**config.mk**
```make
export PLATFORM = sky130hd
export DESIGN_NAME = vram_port_arbiter
export DESIGN_NICKNAME = d
export VERILOG_FILES = /design/src/rtl/vram_port_arbiter.sv
export SDC_FILE = /design/constraint.sdc
export NUM_CORES = 1
export LEC_CHECK = 0
export CAP_MARGIN = 20
export CORE_MARGIN = 4
export CORE_UTILIZATION = 25
export CTS_BUF_LIST = sky130_fd_sc_hd__clkbuf_16
export CTS_CLUSTER_SIZE = 10
export DETAILED_ROUTE_END_ITERATION = 10
export PLACE_DENSITY_LB_ADDON = 0.3
export RECOVER_POWER = 50
export SETUP_SLACK_MARGIN = 0.1
export SYNTH_ARGS = -nofsm -noshare
export SYNTH_HDL_FRONTEND = slang
export SYNTH_SLANG_ARGS = --single-unit
export TNS_END_PERCENT = 100
```
**constraint.sdc**
```tcl
create_clock -name clk -period 1.7 [get_ports clk]
set_clock_uncertainty 0.2 [all_clocks]
set_input_delay 0.17 -clock clk [delete_from_list [all_inputs] [get_ports clk]]
set_output_delay 0.17 -clock clk [all_outputs]
set_load 0.05 [all_outputs]
```
**src/rtl/vram_port_arbiter.sv**
```systemverilog
// vram_port_arbiter
// Shares the single-port vector RAM between the CPU (reads and writes) and the
// vector generator fetch unit (reads only). The vector generator wins by
// default so display timing holds. A burst limiter counts VG grants taken while
// the CPU waits, and it hands the CPU a slot once that count reaches
// MAX_VG_BURST. BRAM controls are driven combinationally in the grant cycle.
// The read response is routed back one cycle later, which matches the BRAM's
// registered read port.

module vram_port_arbiter #(
  parameter int ADDR_W       = 13,
  parameter int MAX_VG_BURST = 4
) (
  input  logic              clk,
  input  logic              rst,

  input  logic              cpu_req,
  input  logic              cpu_we,
  input  logic [ADDR_W-1:0] cpu_addr,
  input  logic [7:0]        cpu_wdata,
  output logic              cpu_gnt,
  output logic [7:0]        cpu_rdata,
  output logic              cpu_rvalid,

  input  logic              vg_req,
  input  logic [ADDR_W-1:0] vg_addr,
  output logic              vg_gnt,
  output logic [7:0]        vg_rdata,
  output logic              vg_rvalid,

  output logic              bram_en,
  output logic              bram_we,
  output logic [ADDR_W-1:0] bram_addr,
  output logic [7:0]        bram_wdata,
  input  logic [7:0]        bram_rdata
);

  // Last-cycle owner. This state also serves as the owner tag of the read response.
  localparam logic [1:0] IDLE    = 2'd0;
  localparam logic [1:0] VG_RUN  = 2'd1;
  localparam logic [1:0] CPU_RUN = 2'd2;

  localparam logic [3:0] BURST_LIMIT = 4'(MAX_VG_BURST);

  logic [1:0] state_q, state_d;
  logic [3:0] streak_q, streak_d;
  logic       rdPend_q, rdPend_d;

  logic       cpuWins;
  logic       cpuGnt;
  logic       vgGnt;
  logic       burstExhausted;

  // Arbitration. VG wins unless the CPU has waited through a full burst.
  // While reset is held, both grants are gated off so the RAM stays idle.
  always_comb begin
    burstExhausted = (streak_q >= BURST_LIMIT);
    cpuWins        = cpu_req && (!vg_req || burstExhausted);
    cpuGnt         = !rst && cpuWins;
    vgGnt          = !rst && vg_req && !cpuWins;
  end

  assign cpu_gnt = cpuGnt;
  assign vg_gnt  = vgGnt;

  // BRAM port drive. The address, write enable and data all follow the grant.
  always_comb begin
    bram_en    = cpuGnt || vgGnt;
    bram_we    = cpuGnt && cpu_we;
    bram_addr  = '0;
    bram_wdata = 8'h00;
    if (cpuGnt) begin
      bram_addr = cpu_addr;
      if (cpu_we) begin
        bram_wdata = cpu_wdata;
      end
    end else if (vgGnt) begin
      bram_addr = vg_addr;
    end
  end

  // Next owner state, plus a flag that marks whether this access expects read data back.
  always_comb begin
    state_d  = IDLE;
    rdPend_d = 1'b0;
    if (vgGnt) begin
      state_d  = VG_RUN;
      rdPend_d = 1'b1;
    end else if (cpuGnt) begin
      state_d  = CPU_RUN;
      rdPend_d = !cpu_we;
    end
  end

  // Streak bookkeeping. Count VG grants only while the CPU waits, and saturate at the limit.
  always_comb begin
    streak_d = streak_q;
    if (!cpu_req || cpuGnt) begin
      streak_d = 4'd0;
    end else if (vgGnt && (streak_q < BURST_LIMIT)) begin
      streak_d = streak_q + 4'd1;
    end
  end

  // State registers. Reset drops any read in flight, so no rvalid follows the release.
  always_ff @(posedge clk or posedge rst) begin
    if (rst) begin
      state_q  <= IDLE;
      streak_q <= 4'd0;
      rdPend_q <= 1'b0;
    end else begin
      state_q  <= state_d;
      streak_q <= streak_d;
      rdPend_q <= rdPend_d;
    end
  end

  // Response routing. The owner of last cycle's read gets the BRAM data; the other side sees 0.
  always_comb begin
    cpu_rvalid = rdPend_q && (state_q == CPU_RUN);
    vg_rvalid  = rdPend_q && (state_q == VG_RUN);
    cpu_rdata  = cpu_rvalid ? bram_rdata : 8'h00;
    vg_rdata   = vg_rvalid  ? bram_rdata : 8'h00;
  end

endmodule

```
After elaboration in Yosys (flattened, before gate mapping)
Index checks and enable logic that the tools add are counted.
- flip-flop bits (word level): 7
- bits in latches: 0
- memory bits (writable): 0
- memory bits (read-only): 0
- bits of input ports: 47
- output and inout bits: 43
- logic and storage cells: 37
- memories kept: 0
- add/sub/neg operators: 1
- $mul: 0
- divide/modulo/power cells: 0
- order comparisons: 2
- eq/ne operators: 2
- shift operators: 0
- muxes and demuxes: 12
- bitwise operators: 0
- reduce and logical (&&, ||, !) cells: 17
- operator list (cell ; count):
    8-bit 2-to-1 mux ; 4
    13-bit 2-to-1 mux ; 2
    1-bit logical AND ; 8
    4-bit 2-to-1 mux ; 2
    1-bit logical NOT ; 5
    4-bit by 1-bit adder with 4-bit output (second input constant) ; 1
    4-bit by 3-bit >= comparator with 1-bit output (second input constant) ; 1
    4-bit by 3-bit < comparator with 1-bit output (second input constant) ; 1
    2-bit 2-to-1 mux ; 2
    1-bit logical OR ; 3
    2-bit by 1-bit equality test with 1-bit output (second input constant) ; 1
    2-bit equality test (second input constant) ; 1
    1-bit 2-to-1 mux ; 2
    2-bit nonzero test ; 1

Depth between registers and ports, before layout
Gate-level depths: netlist of run 1.
- depth after elaboration: 8
- depth in mapped cells: 6

Worst setup path after synthesis of run 1
No wires, ideal clock.
- path kind: flip-flop to output port
- start: register state_q[1]
- end: output port vg_rdata[0]
- arrival: 1.718 ns
- path slack: -0.388 ns
- cell stages (with the launch flop): 3
- buffers on the path: 0
- path through: dfrtp_1 -> nor2_1 -> and2_1
- word-level cells in the longest chain between the ends: 3
- ends and longest elaborated chain (item ; line ; source):
    start, declared ; 45 ; logic [1:0] state_q, state_d;
    start signal, assigned ; 112 ; state_q <= state_d;
    2-bit by 1-bit equality test with 1-bit output ; 121 ; vg_rvalid = rdPend_q && (state_q == VG_RUN);
    1-bit logical AND ; 121 ;
    via vg_rvalid ; 29 ; output logic vg_rvalid,
    8-bit 2-to-1 mux ; 123 ; vg_rdata = vg_rvalid ? bram_rdata : 8'h00;
    end, declared ; 28 ; output logic [7:0] vg_rdata,
The timed path passes the listed nets, and every way through them passes these cells.

Worst setup path after layout of run 1
- start: register streak_q[3]
- end: output port bram_addr[10]
- word-level cells in the longest chain between the ends: 7
- elaborated cells on any way between the ends: 8
- classes of those cells: 1 x order compare; 2 x mux; 5 x reduce/logical
- ends and longest elaborated chain (item ; line ; source):
    start, declared ; 46 ; logic [3:0] streak_q, streak_d;
    start signal, assigned ; 113 ; streak_q <= streak_d;
    4-bit by 3-bit >= comparator with 1-bit output (*) ; 57 ; burstExhausted = (streak_q >= BURST_LIMIT);
    1-bit logical OR (*) ; 58 ; cpuWins = cpu_req && (!vg_req || burstExhausted);
    1-bit logical AND (*) ; 58 ;
    1-bit logical NOT ; 60 ; vgGnt = !rst && vg_req && !cpuWins;
    1-bit logical AND ; 60 ;
    13-bit 2-to-1 mux ; 77 ; end else if (vgGnt) begin
    13-bit 2-to-1 mux (*) ; 72 ; if (cpuGnt) begin
    end, declared ; 33 ; output logic [ADDR_W-1:0] bram_addr,
Mark *: on every way between the ends. The rest lies on a longest branch, timed or not.

==> metrics.md, run 1 <==
| Metric | Value |
|---|---|
| Area Growth Syn to Fin | `251%` |
| Worst endpoint required time | `1330 ps` |
| PD cells | `474 mW/mm^2` |
| Async set-reset flop share out of synthesis | `1.00` |
| Logic pwr share | `0.478` |
| Root Buffer Master | `clkbuf_16` |
| Die width | `60.4 microns` |
| P_leak | `1.09 nW` |
| Drt wl/cell | `27.7 microns` |
| Ranking of synthesized cells by area | `dfrtp_1 26%, a22o_1 17%, and2_1 15%` |
| Clk_lat worst skew | `240 ps` |
| Sequential share of power | `0.157` |
| Crit end category | `output pin` |
| Area leader, netlist | `dfrtp_1` |
| Final setup TNS | `-7540 ps` |
| Yosys top cell area share | `0.255` |
| Die footprint | `0.00365 sq mm` |
| P_sw | `370 uW` |
| Crit path kind | `flop to output pin` |
| Global-route wire length before repair | `6.77 mm` |
| Register bit count reported by yosys | `7` |
| Switch share | `0.323` |
| Via/cell ratio | `5.63` |
| Routed Antenna Nets | `0` |
| Endpoints failing setup | `24` |
| Final #Nets | `231` |
| Number of max-cap violations | `0` |
| Final Cycle Share | `1.22` |
| Finished layout cell area | `0.00241 sq mm` |
| H-tree depth | `1` |
| Cells after synthesis | `75` |
| Residual DRC | `0` |
| F_max | `481 MHz` |
| Maximum clock path buffer count | `2` |
| Vias in the first global route | `1195` |
| Worst Tran Pin Value | `397 ps` |
| Post-synth top cells | `17 x and2_1, 13 x a22o_1, 9 x and3_1` |
| CP Launch Type | `flop` |
| CP max FO | `24` |
| CTS buffer count | `3` |
| Top Ports | `90` |
| Core area | `0.00254 sq mm` |
| Clock share of power | `0.365` |
| Final hold viol count | `0` |
| Unrepaired setup endpoints after global routing | `yes` |
| Mapped cell area | `687 sq um` |
| Final Slew Violations | `0` |
| Total global-route track usage | `0.263` |
| Largest net degree at the start of global routing | `25` |
| Post-DP Area | `0.00214 sq mm` |
| Clk sinks | `7` |
| Post-synth EDFFs | `0` |
| CTS tree | `done` |
| Synth cell types | `22` |
| Syn Area/Cell | `9.16 sq um` |
| Initial Util | `0.270` |
| Routed WL | `5.87 mm` |
| DRT iter0 DRCs | `31` |
| Vert. Die Dim | `60.4 microns` |
| DP HPWL | `3.17 mm` |
| Layout cells sized above 1 | `0.632` |
| Num rows | `18` |
| Crit path DAT | `1710 ps` |
| Rel. slew slack | `0.734` |
| Slowest stage delay, CP | `430 ps` |
| Failing checks | `negative setup slack` |
| Gr ovfl total | `0` |
| Non-Filler Instances | `212` |
| Drt first pass iters | `4` |
| Status | `complete, but fails checks` |
| CP Cell Sequence | `nor3b_4, nor3b_4, buf_12, a22o_2, buf_12` |
| HP Class | `primary input to flop` |
| DP Worst Slack | `-313 ps` |
| Initial antenna violation count | `0` |
| Syn nets | `123` |
| Final setup margin | `-381 ps` |
| Design internal power | `774 uW` |
| Seq/Total Area, Yosys | `0.255` |
| Most common cell in the synthesized netlist | `and2_1` |
| Max IR drop VDD | `0.000811 V` |
| Ys flop type | `dfrtp_1` |
| Ys Warns | `0` |
| RePlAce Congestion | `0.751` |
| Fin crit period | `2080 ps` |
| Dpl cells | `198` |
| Vias post-DR | `1194` |
| Slowest-stage cell, CP | `dfrtp_2` |
| Port bufs | `89` |
| Worst-path clk slew | `40 ps` |
| Diodes inserted | `0` |
## critical path: cells and delay by family (launching register included)
family | cells | cell delay (ps)
compound gates | 1 | 300
simple gates | 2 | 410
flops | 1 | 430
buf+inv | 2 | 320
## through the flow
stage                     power, mW  utilization  hold WS (ps)
after detailed placement      0.667        0.842           354
after CTS                      1.09        0.905           246
after global placement        0.653        0.842           338
after global routing           1.17        0.948           306
final                          1.14        0.948           306
after floorplan               0.376            -          -154
## registers in the layout, indices dropped and copies added, names as in the netlist
register  cells
rdPend_q      1
state_q       2
streak_q      4
## final cells by class
type / count / area (sq um)
clock inverter: 1 / 3.75
timing repair buffer: 107 / 1510
tap: 30 / 37.5
fill: 44 / 133
clock buffer: 3 / 75.1
inverter: 2 / 12.5
sequential: 7 / 179
multi-input combinational: 62 / 599
## timing repair
item	CTS	global route
hold buffers	1	0
setup buffers	3	3
resized for setup	20	15
setup endpoints to repair	35	41
gates cloned	1	2
pin swaps	9	20
hold endpoints to repair	7	0
## path summary, 6_finish.rpt
check	startpoint	endpoint	slack (ps)	cells past startpoint
worst max-delay path	streak_q[3]	bram_addr[10]	-380	5
max in group asynchronous	rst	streak_q[2]	380	4
worst min-delay path	rst	state_q[1]	310	3
worst min register to register	streak_q[0]	streak_q[0]	410	2
min in group asynchronous	rst	rdPend_q	610	4
worst max register to register	streak_q[3]	streak_q[2]	150	5
## logic make-up (layout without fill, tap and decap cells)
family	after synthesis	after routing	share of synthesized area
flops	7	7	0.255
simple gates	41	43	0.399
fa+ha+maj	1	1	0.0182
buf+inv	8	113	0.111
compound gates	18	18	0.217
## power groups by stage
stage               registers (mW)  clock network [mW]  logic, mW
global route                 0.180               0.428      0.559
detailed placement           0.179                   0      0.488
global placement             0.178                   0      0.475
CTS                          0.178               0.405      0.503
finish                       0.180               0.417      0.546
floorplan                    0.178                   0      0.198
## placed cells by master (no fill, tap or decap), drive strengths merged
cell type | Yosys | final
a21boi | 1 | 1
a21o | 1 | 1
a21oi | 1 | 1
a22o | 13 | 13
a41o | 1 | 1
and2 | 17 | 17
and3 | 11 | 11
and3b | 1 | 2
buf | 5 | 59
clkbuf | 1 | 4
clkdlybuf4s50 | 0 | 43
clkinv | 1 | 1
dfrtp | 7 | 7
dlygate4sd2 | 0 | 3
dlygate4sd3 | 0 | 1
ha | 1 | 1
inv | 1 | 2
nand2 | 3 | 3
nor2 | 5 | 6
nor3b | 4 | 4
o21ai | 1 | 1
## layer usage
metal	global-route usage	up-vias	share of wire	wire length, microns
met5	0	-	0	0
met4	0.108	0	0.082	478
met3	0.0660	33	0.098	575
met2	0.494	101	0.51	2980
met1	0.276	569	0.31	1830
li1	-	491	-	-
Power figures use the tool's default switching activity.
==> run 2: changes to the inputs <==
--- a/config.mk
+++ b/config.mk
@@ -11,7 +11,7 @@
 export CTS_BUF_LIST = sky130_fd_sc_hd__clkbuf_16
 export CTS_CLUSTER_SIZE = 10
 export DETAILED_ROUTE_END_ITERATION = 10
-export PLACE_DENSITY_LB_ADDON = 0.3
+export PLACE_DENSITY = 0.89
 export RECOVER_POWER = 50
 export SETUP_SLACK_MARGIN = 0.1
 export SYNTH_ARGS = -nofsm -noshare
==> constraint.sdc (replaced) <==
create_clock -name clk -period 1.7 [get_ports clk]
set_clock_uncertainty 0.2 [all_clocks]
set_input_delay 0.17 -clock clk [delete_from_list [all_inputs] [get_ports clk]]
set_output_delay 0.17 -clock clk [all_outputs]
set_load 0.01 [all_outputs]
==> run 2 against run 1 <==
  * Largest cell class unchanged
  * Fmax rose by 0.44%
  * Sequential cell count did not move
  * Hold slack got worse by 66 ps
  * Core utilization fell by 17 points
  * Total power fell by 23%
  * Non-clock buffer count rose by 9
  * Global-route usage fell by 5.4 points
  * The run still ends with negative setup slack left
  * Wire length fell by 23%
  * Clock-buffer cell count did not move
  * First-iteration DRC count fell by 23%
  * Critical endpoint is now bram_addr[4]
  * Cell count rose by 3.8%
==> metrics.md, run 2 (synthesized netlist as in run 1, its figures left out) <==
| Metric | Value |
|---|---|
| Status | `complete, but fails checks` |
| Failing checks | `negative setup slack` |
| Final Slew Violations | `0` |
| DP HPWL | `2.62 mm` |
| Global-route wire length before repair | `5.49 mm` |
| CP Launch Type | `flop` |
| Worst setup startpoint | `streak_q[2]` |
| Most frequent cells in the layout | `44 x clkdlybuf4s50_1, 36 x buf_6, 16 x buf_2` |
| Fillers | `160` |
| CP Cell Sequence | `buf_6, nor3b_4, nor3b_4, buf_6, buf_12, a22o_1, buf_2` |
| Setup slack, reg-to-reg | `0 ps` |
| Via/cell ratio | `5.02` |
| Design Power | `884 uW` |
| Crit end category | `output pin` |
| Post-DP Area | `0.00165 sq mm` |
| CTS tree | `done` |
| Final Cycle Share | `1.22` |
| Final #Nets | `239` |
| Top Ports | `90` |
| FF-to-FF Start | `streak_q[2]` |
| Worst Tran Pin Value | `451 ps` |
| Routed Antenna Nets | `0` |
| Vias in the first global route | `1104` |
| Rel. slew slack | `0.699` |
| Multi-input gate area | `532 sq um` |
| Initial Util | `0.270` |
| Final setup margin | `-371 ps` |
| Crit path DAT | `1700 ps` |
| Clk sinks | `7` |
| CP Buf/Inv Count | `4` |
| Most common cell after layout, fill and taps aside | `clkdlybuf4s50_1` |
| Worst-path clk slew | `30 ps` |
| Drt first pass iters | `4` |
| Reg area | `175 sq um` |
| Top Registers | `streak_q: 4 flops, state_q: 2 flops, rdPend_q: 1 flops` |
| Vert. Die Dim | `60.4 microns` |
| Drt wl/cell | `20.4 microns` |
| Unrepaired setup endpoints after global routing | `yes` |
| DRT iter0 DRCs | `24` |
| Area Growth Syn to Fin | `189%` |
| Initial antenna violation count | `0` |
| Clk_lat worst skew | `220 ps` |
| Core area | `0.00254 sq mm` |
| Fin crit period | `2070 ps` |
| Die footprint | `0.00365 sq mm` |
| PD cells | `446 mW/mm^2` |
| H-tree depth | `1` |
| Final setup TNS | `-7240 ps` |
| Die width | `60.4 microns` |
| Max reg flops | `4` |
| Largest net degree at the start of global routing | `16` |
| HP Class | `primary input to flop` |
| CTS buffer count | `3` |
| Maximum clock path buffer count | `2` |
| Slowest-stage cell, CP | `dfrtp_1` |
| Crit path kind | `flop to output pin` |
| Endpoints failing setup | `27` |
| Vias post-DR | `1104` |
| Hold path startpoint | `cpu_req` |
| Root Buffer Master | `clkbuf_16` |
| Diodes inserted | `0` |
| Hold Crit Endpoint | `streak_q[2]` |
| Worst reg2reg path depth | `7` |
| Max IR drop VDD | `0.000935 V` |
| Total global-route track usage | `0.208` |
| Layout cells sized above 1 | `0.537` |
| Top reg by flops | `streak_q` |
| Slowest stage delay, CP | `390 ps` |
| Crit path depth | `7` |
| WHS Path Cells | `2` |
| WHS | `240 ps` |
| P_leak | `0.980 nW` |
| Kind of cell adding the most delay to the critical path | `buffers and inverters` |
| CP max FO | `6` |
| RePlAce Congestion | `0.811` |
| Number of max-cap violations | `0` |
| Port bufs | `89` |
| F_max | `483 MHz` |
| Gr ovfl total | `0` |
| Num rows | `18` |
| Residual DRC | `0` |
| Final hold viol count | `0` |
| Core Util, Final | `0.780` |
| R2r endpoint | `rdPend_q` |
| Finished layout cell area | `0.00198 sq mm` |
| Worst endpoint required time | `1330 ps` |
| Routed WL | `4.49 mm` |
==> run 2: cell count changes in the layout (fill, tap and decap cells not counted), moves of 4 or more <==
cell	previous run	this run
buf_6	2	36
a22o_2	4	0
a22o_4	7	0
and3_4	2	9
buf_12	45	1
buf_2	0	16
a22o_1	2	13
and3_2	9	2
==> run 2: layout make-up <==
cell class	instances	share of cell area
timing repair buffer	116	0.581
multi-input combinational	61	0.268
sequential	7	0.0883
clock buffer	3	0.0378
tap	30	0.0189
inverter	2	0.00441
clock inverter	1	0.00189
==> run 2: timing repair <==
item,4_1_cts,5_1_grt
endpoints found under the setup margin,43,43
gates resized for setup,196,47
endpoints found under the hold margin,7,0
buffers inserted,8,4
pin swaps,32,12
hold buffers,1,0
cloned,4,1
==> run 2: power by group <==
| group | leakage (nW) | internal (mW) | switching [mW] | total, mW |
|---|---|---|---|---|
| sequential | 0.0942 | 0.173 | 0.00443 | 0.178 |
| clock | 0.0423 | 0.305 | 0.0757 | 0.380 |
| combinational | 0.843 | 0.210 | 0.116 | 0.326 |
| total | 0.980 | 0.688 | 0.196 | 0.884 |
==> run 2: worst max-delay path by stage <==
| stage | endpoint | slack [ps] |
|---|---|---|
| after floorplan | bram_addr[10] | 150 |
| after global routing | bram_addr[4] | -410 |
| after global placement | bram_addr[0] | -620 |
| after detailed placement | bram_addr[2] | -720 |
| final | bram_addr[4] | -370 |
| after CTS | bram_addr[11] | -350 |
==> run 2: routing by layer <==
layer / track usage / up-vias / routed length (microns)
met5: 0 / - / 0
met4: 0.0805 / 0 / 63
met3: 0.0872 / 8 / 533
met2: 0.415 / 66 / 2460
met1: 0.181 / 524 / 1430
li1: - / 506 / -
==> run 2: per-stage QoR <==
step,setup slack (ps),std cells
floorplan,147,75
global placement,-619,199
detailed placement,-719,199
CTS,-346,216
global route,-408,220
finish,-371,220
==> run 3: changes to the inputs <==
--- a/config.mk
+++ b/config.mk
@@ -7,11 +7,12 @@
 export LEC_CHECK = 0
 export CAP_MARGIN = 20
 export CORE_MARGIN = 4
-export CORE_UTILIZATION = 25
+export CORE_UTILIZATION = 23
 export CTS_BUF_LIST = sky130_fd_sc_hd__clkbuf_16
+export CTS_CLUSTER_DIAMETER = 60
 export CTS_CLUSTER_SIZE = 10
 export DETAILED_ROUTE_END_ITERATION = 10
-export PLACE_DENSITY = 0.89
+export PLACE_DENSITY = 0.87
 export RECOVER_POWER = 50
 export SETUP_SLACK_MARGIN = 0.1
 export SYNTH_ARGS = -nofsm -noshare
==> constraint.sdc (replaced) <==
create_clock -name clk -period 1.65 [get_ports clk]
set_clock_uncertainty 0.2 [all_clocks]
set_input_delay 0.165 -clock clk [delete_from_list [all_inputs] [get_ports clk]]
set_output_delay 0.165 -clock clk [all_outputs]
set_load 0.01 [all_outputs]
==> run 3 against run 2 <==
  * The flow still finishes with violations (negative setup slack)
  * Non-clock buffer count grew 6
  * Sequential share of layout area down 0.27 points
  * Critical path depth is the same
  * Critical endpoint is now bram_addr[8]
  * Clock-buffer cell count did not move
==> metrics.md, run 3 (synthesized netlist as in run 1, its figures left out) <==
| Metric | Value |
|---|---|
| Gr ovfl total | `0` |
| Crit path kind | `flop to output pin` |
| Unrepaired setup endpoints after global routing | `yes` |
| Worst-path clk slew | `40 ps` |
| Most common cell after layout, fill and taps aside | `buf_6` |
| Failing checks | `negative setup slack` |
| Top reg by flops | `streak_q` |
| Routed WL | `4.53 mm` |
| Clk sinks | `7` |
| Final #Nets | `245` |
| Worst reg2reg path depth | `6` |
| Maximum clock path buffer count | `2` |
| CTS buffer count | `3` |
| Slowest-stage cell, CP | `dfrtp_1` |
| Gr busiest metal | `met2` |
| Top Registers | `streak_q: 4 flops, state_q: 2 flops, rdPend_q: 1 flops` |
| CP max FO | `6` |
| WHS Path Cells | `2` |
| CTS tree | `done` |
| Total global-route track usage | `0.201` |
| Fillers | `180` |
| Rel. slew slack | `0.742` |
| Crit end category | `output pin` |
| Residual DRC | `0` |
| Met2 Use GR | `0.390` |
| Via/cell ratio | `4.98` |
| Vias in the first global route | `1178` |
| Non-Filler Instances | `227` |
| Status | `complete, but fails checks` |
| Final setup TNS | `-8280 ps` |
| Largest net degree at the start of global routing | `11` |
| DP HPWL | `2.67 mm` |
| Drt first pass iters | `4` |
| Core Util, Final | `0.730` |
| WHS | `249 ps` |
| Routed Antenna Nets | `0` |
| Die width | `62.7 microns` |
| R2r endpoint | `rdPend_q` |
| Layout cells sized above 1 | `0.561` |
| DP Worst Slack | `-793 ps` |
| Global-route wire length before repair | `6.26 mm` |
| Num rows | `19` |
| Initial Util | `0.245` |
| Most frequent cells in the layout | `44 x buf_6, 43 x clkdlybuf4s50_1, 14 x and2_4, 14 x buf_2` |
| F_max | `483 MHz` |
| Die footprint | `0.00393 sq mm` |
| DRT iter0 DRCs | `29` |
| Core area | `0.00281 sq mm` |
| Vert. Die Dim | `62.7 microns` |
| Dpl cells | `198` |
| Worst endpoint required time | `1280 ps` |
| Vias post-DR | `1130` |
| Met3 Track Usage GR | `0.0701` |
| Area Growth Syn to Fin | `198%` |
| Number of max-cap violations | `0` |
| Final Cycle Share | `1.25` |
| PD cells | `459 mW/mm^2` |
| Root Buffer Master | `clkbuf_16` |
| Diodes inserted | `0` |
| Met1 Resource Use GR | `0.199` |
| Top Ports | `90` |
| CP Cell Sequence | `buf_6, nor3b_4, nor3b_4, buf_6, buf_16, a22o_1, buf_2` |
| Endpoints failing setup | `34` |
| Initial antenna violation count | `0` |
| P_leak | `1.03 nW` |
| Drt wl/cell | `20.0 microns` |
| Final hold viol count | `0` |
| Worst Tran Pin Value | `386 ps` |
| RePlAce Congestion | `0.744` |
| Max IR drop VDD | `0.000669 V` |
| Hold Crit Endpoint | `state_q[1]` |
| Slowest stage delay, CP | `380 ps` |
| CP Launch Type | `flop` |
| HP Class | `primary input to flop` |
| Final setup margin | `-419 ps` |
| Fin crit period | `2070 ps` |
| Setup slack, reg-to-reg | `50 ps` |
| Clk_lat worst skew | `230 ps` |
| Max reg flops | `4` |
| Crit path DAT | `1700 ps` |
| FF-to-FF Start | `streak_q[2]` |
| Final Slew Violations | `0` |
| Hold path startpoint | `cpu_req` |
| H-tree depth | `1` |
| Port bufs | `89` |
==> run 3: how the worst max path moves through the flow <==
stage                            from             to  cells past startpoint
after global placement            rst   bram_addr[6]                      5
after detailed placement      cpu_req  bram_addr[10]                      5
after floorplan           streak_q[2]  bram_addr[10]                      4
after CTS                 streak_q[2]   bram_addr[1]                      7
after global routing      streak_q[2]   bram_addr[8]                      7
final                     streak_q[2]   bram_addr[8]                      7
==> run 3: worst max-delay path: cells and delay by family, from the launching register on <==
family,cells,cell delay [ps]
compound gates,1,220
flops,1,380
buf+inv,4,550
simple gates,2,310
==> run 3: where the power goes <==
group	internal, mW	leakage (nW)	switching [mW]	total (mW)
combinational	0.222	0.892	0.127	0.349
clock	0.315	0.0423	0.0927	0.408
sequential	0.178	0.0942	0.00497	0.183
==> run 3: stage by stage <==
step           area (sq um)  power (mW)
6_report               2050       0.941
3_3_place_gp           1630       0.462
5_1_grt                2050       0.980
2_1_floorplan           687       0.274
4_1_cts                1870       0.909
3_5_place_dp           1630       0.471
==> run 3: repair_timing <==
action	in CTS	in global routing
resized for setup	203	52
hold buffers	1	0
endpoints found under the setup margin	44	44
pin swaps	28	12
buffers inserted	17	7
gates cloned	4	1
endpoints found under the hold margin	7	0
==> run 3: routing by layer <==
layer,part of all wire,up-vias
li1,-,513
met1,0.37,538
met2,0.53,67
met3,0.070,12
met4,0.029,0
met5,0,-
==> run 3: area by class of cell <==
class / count / area [sq um] / share of cell area
clock buffer: 3 / 75.1 / 0.0367
timing repair buffer: 122 / 1200 / 0.585
inverter: 2 / 12.5 / 0.00611
multi-input combinational: 61 / 544 / 0.266
sequential: 7 / 175 / 0.0856
tap: 31 / 38.8 / 0.0189
clock inverter: 1 / 3.75 / 0.00183
